--- src/rtl/occupancy_counter.sv ---
// Gate occupancy counter: two-beam direction decoder with a saturating count.
// clk/reset_n; sensor_a/b raw beams; count, enter/exit pulses, full/empty.
module occupancy_counter #(
  parameter int unsigned MAX = 25
) (
  input  logic       clk,
  input  logic       reset_n,
  input  logic       sensor_a,
  input  logic       sensor_b,
  output logic [5:0] count,
  output logic       enter,
  output logic       exit,
  output logic       full,
  output logic       empty
);

  localparam logic [5:0] CMAX = 6'(MAX);

  typedef enum logic [2:0] {
    IDLE, IN1, IN2, IN3,
    OUT1, OUT2, OUT3, WAIT
  } state_t;

  state_t     state;
  logic [1:0] a_q;
  logic [1:0] b_q;
  logic [1:0] ab;

  always_ff @(posedge clk or negedge reset_n) begin
    if (!reset_n) begin
      a_q <= '0;
      b_q <= '0;
    end else begin
      a_q <= {a_q[0], sensor_a};
      b_q <= {b_q[0], sensor_b};
    end
  end

  assign ab = {a_q[1], b_q[1]};

  always_ff @(posedge clk or negedge reset_n) begin
    if (!reset_n) begin
      state <= IDLE;
      count <= '0;
      enter <= 1'b0;
      exit  <= 1'b0;
    end else begin
      enter <= 1'b0;
      exit  <= 1'b0;
      unique case (state)
        IDLE: unique case (ab)
          2'b10: state <= IN1;
          2'b01: state <= OUT1;
          2'b11: state <= WAIT;
          default: state <= IDLE;
        endcase
        IN1: unique case (ab)
          2'b11: state <= IN2;
          2'b00: state <= IDLE;
          2'b10: state <= IN1;
          default: state <= WAIT;
        endcase
        IN2: unique case (ab)
          2'b01: state <= IN3;
          2'b10: state <= IN1;
          2'b11: state <= IN2;
          default: state <= WAIT;
        endcase
        IN3: unique case (ab)
          2'b00: begin
            state <= IDLE;
            enter <= 1'b1;
            if (count < CMAX)
              count <= count + 6'd1;
          end
          2'b11: state <= IN2;
          2'b01: state <= IN3;
          default: state <= WAIT;
        endcase
        OUT1: unique case (ab)
          2'b11: state <= OUT2;
          2'b00: state <= IDLE;
          2'b01: state <= OUT1;
          default: state <= WAIT;
        endcase
        OUT2: unique case (ab)
          2'b10: state <= OUT3;
          2'b01: state <= OUT1;
          2'b11: state <= OUT2;
          default: state <= WAIT;
        endcase
        OUT3: unique case (ab)
          2'b00: begin
            state <= IDLE;
            exit  <= 1'b1;
            if (count != 6'd0)
              count <= count - 6'd1;
          end
          2'b11: state <= OUT2;
          2'b10: state <= OUT3;
          default: state <= WAIT;
        endcase
        WAIT: begin
          if (ab == 2'b00)
            state <= IDLE;
        end
        default: state <= IDLE;
      endcase
    end
  end

  assign full  = (count == CMAX);
  assign empty = (count == 6'd0);

endmodule

--- config.mk ---
export PLATFORM = sky130hd
export DESIGN_NAME = occupancy_counter
export DESIGN_NICKNAME = d
export VERILOG_FILES = /design/src/rtl/occupancy_counter.sv
export SDC_FILE = /design/constraint.sdc
export NUM_CORES = 1
export LEC_CHECK = 0
export CAP_MARGIN = 20
export CORE_MARGIN = 2
export CORE_UTILIZATION = 50
export DETAILED_ROUTE_END_ITERATION = 10
export GPL_TIMING_DRIVEN = 0
export PLACE_DENSITY = 0.79
export SLEW_MARGIN = 15
export SYNTH_ARGS = -nofsm -noshare
export SYNTH_HDL_FRONTEND = slang
export SYNTH_SLANG_ARGS = --single-unit
--- constraint.sdc ---
create_clock -name clk -period 2.1 [get_ports clk]
set_input_delay 0.525 -clock clk [delete_from_list [all_inputs] [get_ports clk]]
set_output_delay 0.525 -clock clk [all_outputs]
set_load 0.01 [all_outputs]
==> flow_summary.ini, run 1 <==
[outcome]
status = complete, no violations

[min_path]
hold_class = reg2reg
hold_depth = 0

[synthesis]
netlist_instances = 95
post_synth.cell_area_avg_um2 = 9.98
syn-num-nets = 107
ys_ff_latch = 15
syn_area_um2 = 948
synth_cell_type_count = 31
yosys_warnings = 0
yosysSeqAreaShare = 0.396

[global_route]
grt_pass1_vias = 707
use_met2 = 0.311
grt_max_degree = 16
antenna_found_initial = 0
top_usage_layer = met2
met1_usage = 0.268
met3_usage = 0.0340
grt_use_total = 0.193
grt_first_pass_wirelength_um = 3090
grt.overflow.total = 0

[detailed_routing]
drc = 0
drt_pass1_iterations = 5
drt_iter0_drc = 28
vias = 777
wl_um = 1930
routedWlPerCell_um = 13.8
postRouteAntennaNets = 0
via_per_inst = 5.55

[timing]
rsz0062_at_grt = false
worst_pin_slew_ns = 0.646
tns_ns = 0
relSlewSlack = 0.568
slew_viol_final = 0
post-route-period-util = 0.976
clock_skew_ns = 0.00197
fmax_mhz = 488
setup_viol = 0
hold_viol = 0
hold_slack_ns = 0.355
fin_crit_ns = 2.05

[critical_path]
crit_required_ns = 2.27
critPathBufInv = 0
critPathLaunchType = flop
critPathCaptureType = flop
path_max_fanout = 7
slowest_delay_ns = 0.58
crit_chain = or4_4 > nor3b_4 > nor3_2 > mux2_1
crit_slowest_cell = or4_4
critPathArrivalTime_ns = 2.22
critical_path_depth = 4
critical_path_class = reg2reg
cp_top_family = simple AND/OR/NAND/NOR gates
r2r_cells = 4

[layout]
area_delta_synth_final_pct = 23.6
stdcell_count = 140
finish.utilization = 0.665
fin_nets = 128
drive_gt1_frac = 0.165
antennaDiodeCount = 0

[pwr]
p_per_area_nw_per_um2 = 1290
peakVddDrop_mv = 0.708
p_leak_nw = 0.549

[clocking]
numCtsBuffers = 3
cts_max_path_buffers = 2
clk_latency_ns = 0.29
cts_tree = built
clockRootBuffer = clkbuf_4
htreeDepth = 1
clk_pin_slew_ns = 0.09
clock_sinks = 15

[floorplan]
num_rows = 15
coreArea_um2 = 1760
die_w_um = 47.6
die_h_um = 47.6
ios = 14
die-area_um2 = 2260
start_util = 0.538

[placement]
io_buffer_count = 13
dp_cells = 133
hpwl_um = 1310
place_congestion = 0.781

[flow_run]
drv_cap = 0
==> timing repair <==
item / CTS / global route
hold buffers: 0 / 0
setup buffers: 2 / 1
endpoints found under the setup margin: 3 / 1
resized for setup: 7 / 1
==> path summary, 6_finish.rpt <==
path	startpoint	to	slack (ns)
setup / recovery	count[0]	count[1]	0.05
hold reg to reg	b_q[0]	b_q[1]	0.36
min in group asynchronous	reset_n	exit	0.63
max in group asynchronous	reset_n	count[0]	1.02
hold / removal	b_q[0]	b_q[1]	0.36
setup reg to reg	count[0]	count[1]	0.05
==> report_power, final <==
part	switching (mW)	total, mW	internal [mW]
clock network	0.0932	0.167	0.0739
logic	0.441	0.852	0.411
registers	0.109	0.490	0.380
total	0.643	1.51	0.866
==> cell families after synthesis <==
| family | share of synthesized area |
|---|---|
| xor gates and xnor gates | 0.0554 |
| and+or+nand+nor | 0.224 |
| muxes | 0.0541 |
| buffers and inverters | 0.0567 |
| AOI/OAI and AO/OA | 0.108 |
| adders and majority gates | 0.106 |
| DFF | 0.396 |
==> synth_stat cells <==
library cell  count  share of area
a211oi_1          2          0.016
a21boi_1          1         0.0079
a21oi_1           6          0.032
a221oi_1          1         0.0092
and3_1            2          0.013
and3_2            1         0.0079
buf_1             1         0.0040
buf_2             1         0.0053
buf_6             2          0.024
dfrtp_1          15           0.40
ha_1              8           0.11
inv_1             6          0.024
mux2_1            1          0.012
mux2i_1           4          0.042
nand2_1           7          0.028
nand2b_1          1         0.0066
nand3_1           1         0.0053
nand3b_1          2          0.016
nor2_1            7          0.028
nor2b_1           1         0.0066
nor3_1            3          0.016
nor3_2            1          0.011
nor3b_4           1          0.020
nor4_1            5          0.033
nor4_4            1          0.022
o21ai_0           4          0.021
o22a_1            1         0.0092
o22ai_1           2          0.013
or4_4             1          0.012
xnor2_1           1         0.0092
xor2_1            5          0.046
==> placed cells by master, fill, tap and decap left out, drive strengths merged <==
| master | synthesis | final |
|---|---|---|
| nor2b | 1 | 1 |
| nand2 | 7 | 7 |
| o22a | 1 | 1 |
| nor4 | 6 | 6 |
| clkbuf | 0 | 4 |
| nor3b | 1 | 1 |
| clkdlybuf4s50 | 0 | 11 |
| xnor2 | 1 | 1 |
| mux2 | 1 | 1 |
| a21oi | 6 | 6 |
| and3 | 3 | 3 |
| nor2 | 7 | 7 |
| dlygate4sd2 | 0 | 2 |
| o21ai | 4 | 4 |
| o22ai | 2 | 2 |
| a221oi | 1 | 1 |
| xor2 | 5 | 5 |
| nand3 | 1 | 1 |
| dfrtp | 15 | 15 |
| nor3 | 4 | 4 |
| nand3b | 2 | 2 |
| inv | 6 | 6 |
| nand2b | 1 | 1 |
| ha | 8 | 8 |
| a211oi | 2 | 2 |
| or4 | 1 | 1 |
| a21boi | 1 | 1 |
| mux2i | 4 | 4 |
| buf | 4 | 7 |
==> metrics by stage <==
step | worst slack (ns) | power (mW) | area (um2)
floorplan | 0.176 | 1.01 | 948
detailed placement | -0.0116 | 1.26 | 1110
finish | 0.0513 | 1.51 | 1170
global placement | 0.00929 | 1.22 | 1110
global route | 0.00889 | 1.62 | 1170
CTS | 0.0846 | 1.46 | 1160
==> state kept, by name (all words and copies together) (netlist names) <==
signal  cells
a_q         2
exit        1
enter       1
count       6
state       3
b_q         2
==> area by class of cell <==
class	count	area, um2
fillers	145	592
well taps	25	31.3
repair buffers	16	150
plain buffers	4	31.3
clock buffers	4	26.3
flip-flops and latches	15	380
multi-input cells	70	531
inverters	6	22.5
==> layer usage <==
metal	wire (um)	up-vias	part of all wire
li1	-	376	-
met1	868	369	0.45
met2	939	26	0.49
met3	103	6	0.053
met4	22	0	0.011
met5	0	-	0
==> worst reg2reg max path, delay by kind of cell (launching register included) <==
| family | cells | cell delay [ns] |
|---|---|---|
| flip-flops | 1 | 0.47 |
| multiplexers | 1 | 0.36 |
| AND/OR/NAND/NOR | 3 | 1.09 |
(Power assumes the default switching activity.)
==> run 2, diff against run 1 <==
--- a/config.mk
+++ b/config.mk
@@ -6,11 +6,13 @@
 export NUM_CORES = 1
 export LEC_CHECK = 0
 export CAP_MARGIN = 20
+export CORE_ASPECT_RATIO = 0.9
 export CORE_MARGIN = 2
 export CORE_UTILIZATION = 50
 export DETAILED_ROUTE_END_ITERATION = 10
 export GPL_TIMING_DRIVEN = 0
 export PLACE_DENSITY = 0.79
+export RECOVER_POWER = 25
 export SLEW_MARGIN = 15
 export SYNTH_ARGS = -nofsm -noshare
 export SYNTH_HDL_FRONTEND = slang
==> flow_summary.ini, run 2 (same netlist as run 1, synthesis figures left out) <==
[outcome]
status = complete, no violations

[critical_path]
rrSetupSlack_ns = 0.07
crit_chain = buf_6 > or4_4 > nor3b_4 > nor3_2 > mux2_1
crit_slowest_cell = or4_4
critPathCaptureType = flop
critPathArrivalTime_ns = 2.21
r2r_start = count[1]
crit_required_ns = 2.27
reg2reg_to = count[1]
critical_path_class = reg2reg
r2r_cells = 5
critPathLaunchType = flop
path_max_fanout = 8
slowest_delay_ns = 0.50

[timing]
relSlewSlack = 0.564
fmax_mhz = 491
slew_viol_final = 0
hold_slack_ns = 0.355
post-route-period-util = 0.969
rsz0062_at_grt = false
hold_viol = 0
fin_crit_ns = 2.03
worst_pin_slew_ns = 0.651
setup_viol = 0
clock_skew_ns = 0.00111

[floorplan]
coreArea_um2 = 1730
ios = 14
die_w_um = 49.9
start_util = 0.547
num_rows = 14
die-area_um2 = 2260
die_h_um = 45.3

[global_route]
antenna_found_initial = 0
grt_use_total = 0.172
grt_pass1_vias = 690
grt_first_pass_wirelength_um = 2920
grt_max_degree = 16
grt.overflow.total = 0

[detailed_routing]
postRouteAntennaNets = 0
wl_um = 1710
drt_iter0_drc = 15
via_per_inst = 5.29
routedWlPerCell_um = 12.5
vias = 725
drt_pass1_iterations = 4
drc = 0

[layout]
area_delta_synth_final_pct = 21.4
postLayoutCellArea_um2 = 1150
regMostFlops = count
antennaDiodeCount = 0
finish.utilization = 0.664
layout_common_cells = dfrtp_1, ha_1, clkdlybuf4s50_1
largestRegisters = count x6, state x3
final_common_cell = dfrtp_1
drive_gt1_frac = 0.159
fin_nets = 126
largest_reg_flops = 6

[clocking]
cts_max_path_buffers = 2
clockRootBuffer = clkbuf_4
cts_tree = built
clk_pin_slew_ns = 0.08
numCtsBuffers = 3
clk_latency_ns = 0.29
htreeDepth = 1
postCtsHoldBufs = 0
clock_sinks = 15

[min_path]
hold_class = reg2reg
hold_depth = 0
holdPathEnd = a_q[1]
min-delay-start = a_q[0]

[placement]
place_area_um2 = 1110
io_buffer_count = 13
place_congestion = 0.850
hpwl_um = 1270

[flow_run]
drv_cap = 0

[pwr]
peakVddDrop_mv = 0.676
p_per_area_nw_per_um2 = 1250
p_leak_nw = 0.541
[run 2: changes by cell type in the layout (fill, tap and decap cells not counted)]
cell | previous run | this run
nor3_4 | 1 | 0
clkdlybuf4s50_1 | 11 | 8
dlygate4sd3_1 | 0 | 3
clkbuf_1 | 1 | 0
nor3_2 | 1 | 2
buf_4 | 3 | 1
clkinv_2 | 0 | 1
[run 2: where the power goes]
part	total, mW	leakage [nW]	switching, mW	internal (mW)
clock	0.162	0.0177	0.0914	0.0709
sequential	0.501	0.179	0.120	0.381
combinational	0.772	0.344	0.390	0.381
total	1.44	0.541	0.602	0.833
[run 2: what timing repair did]
action / CTS / global route
endpoints found under the setup margin: 4 / 0
buffers inserted: 1 / 0
gates resized for setup: 7 / 0
[run 2: area by class of cell]
cell class / count / area, um2
inverter: 6 / 22.5
timing repair buffer: 14 / 135
multi-input combinational: 70 / 524
sequential: 15 / 380
tap: 24 / 30.0
clock inverter: 1 / 5.00
fill: 134 / 583
buffer: 4 / 31.3
clock buffer: 3 / 22.5
[run 2: worst max-delay path by stage]
stage	slack [ns]	end	cells past startpoint	startpoint
6_report	0.07	count[1]	5	count[1]
5_1_grt	0.005	count[1]	5	count[1]
4_1_cts	0.06	count[1]	5	count[1]
3_5_place_dp	-0.06	count[4]	8	state[2]
3_3_place_gp	0.03	count[4]	8	state[2]
2_1_floorplan	0.18	count[1]	5	count[1]
[run 2: worst max-delay path: cells and delay by family, from the launching register on]
kind,cells,cell delay [ns]
and+or+nand+nor,3,1.00
DFF,1,0.41
muxes,1,0.37
buffers and inverters,1,0.14
[run 2: through the flow]
stage               std cells  worst slack, ns  TNS, ns  total power, mW
finish                    137           0.0653        0             1.44
global route              137          0.00494        0             1.55
CTS                       137           0.0630        0             1.44
detailed placement        132          -0.0583  -0.0583             1.25
global placement          132           0.0274        0             1.22
floorplan                  95            0.176        0             1.01
[run 2: metal layers]
layer,share of wire,vias to the layer above,track usage
li1,-,368,-
met1,0.50,338,0.219
met2,0.44,17,0.288
met3,0.054,2,0.0563
met4,0.0059,0,0.0389
met5,0,-,0
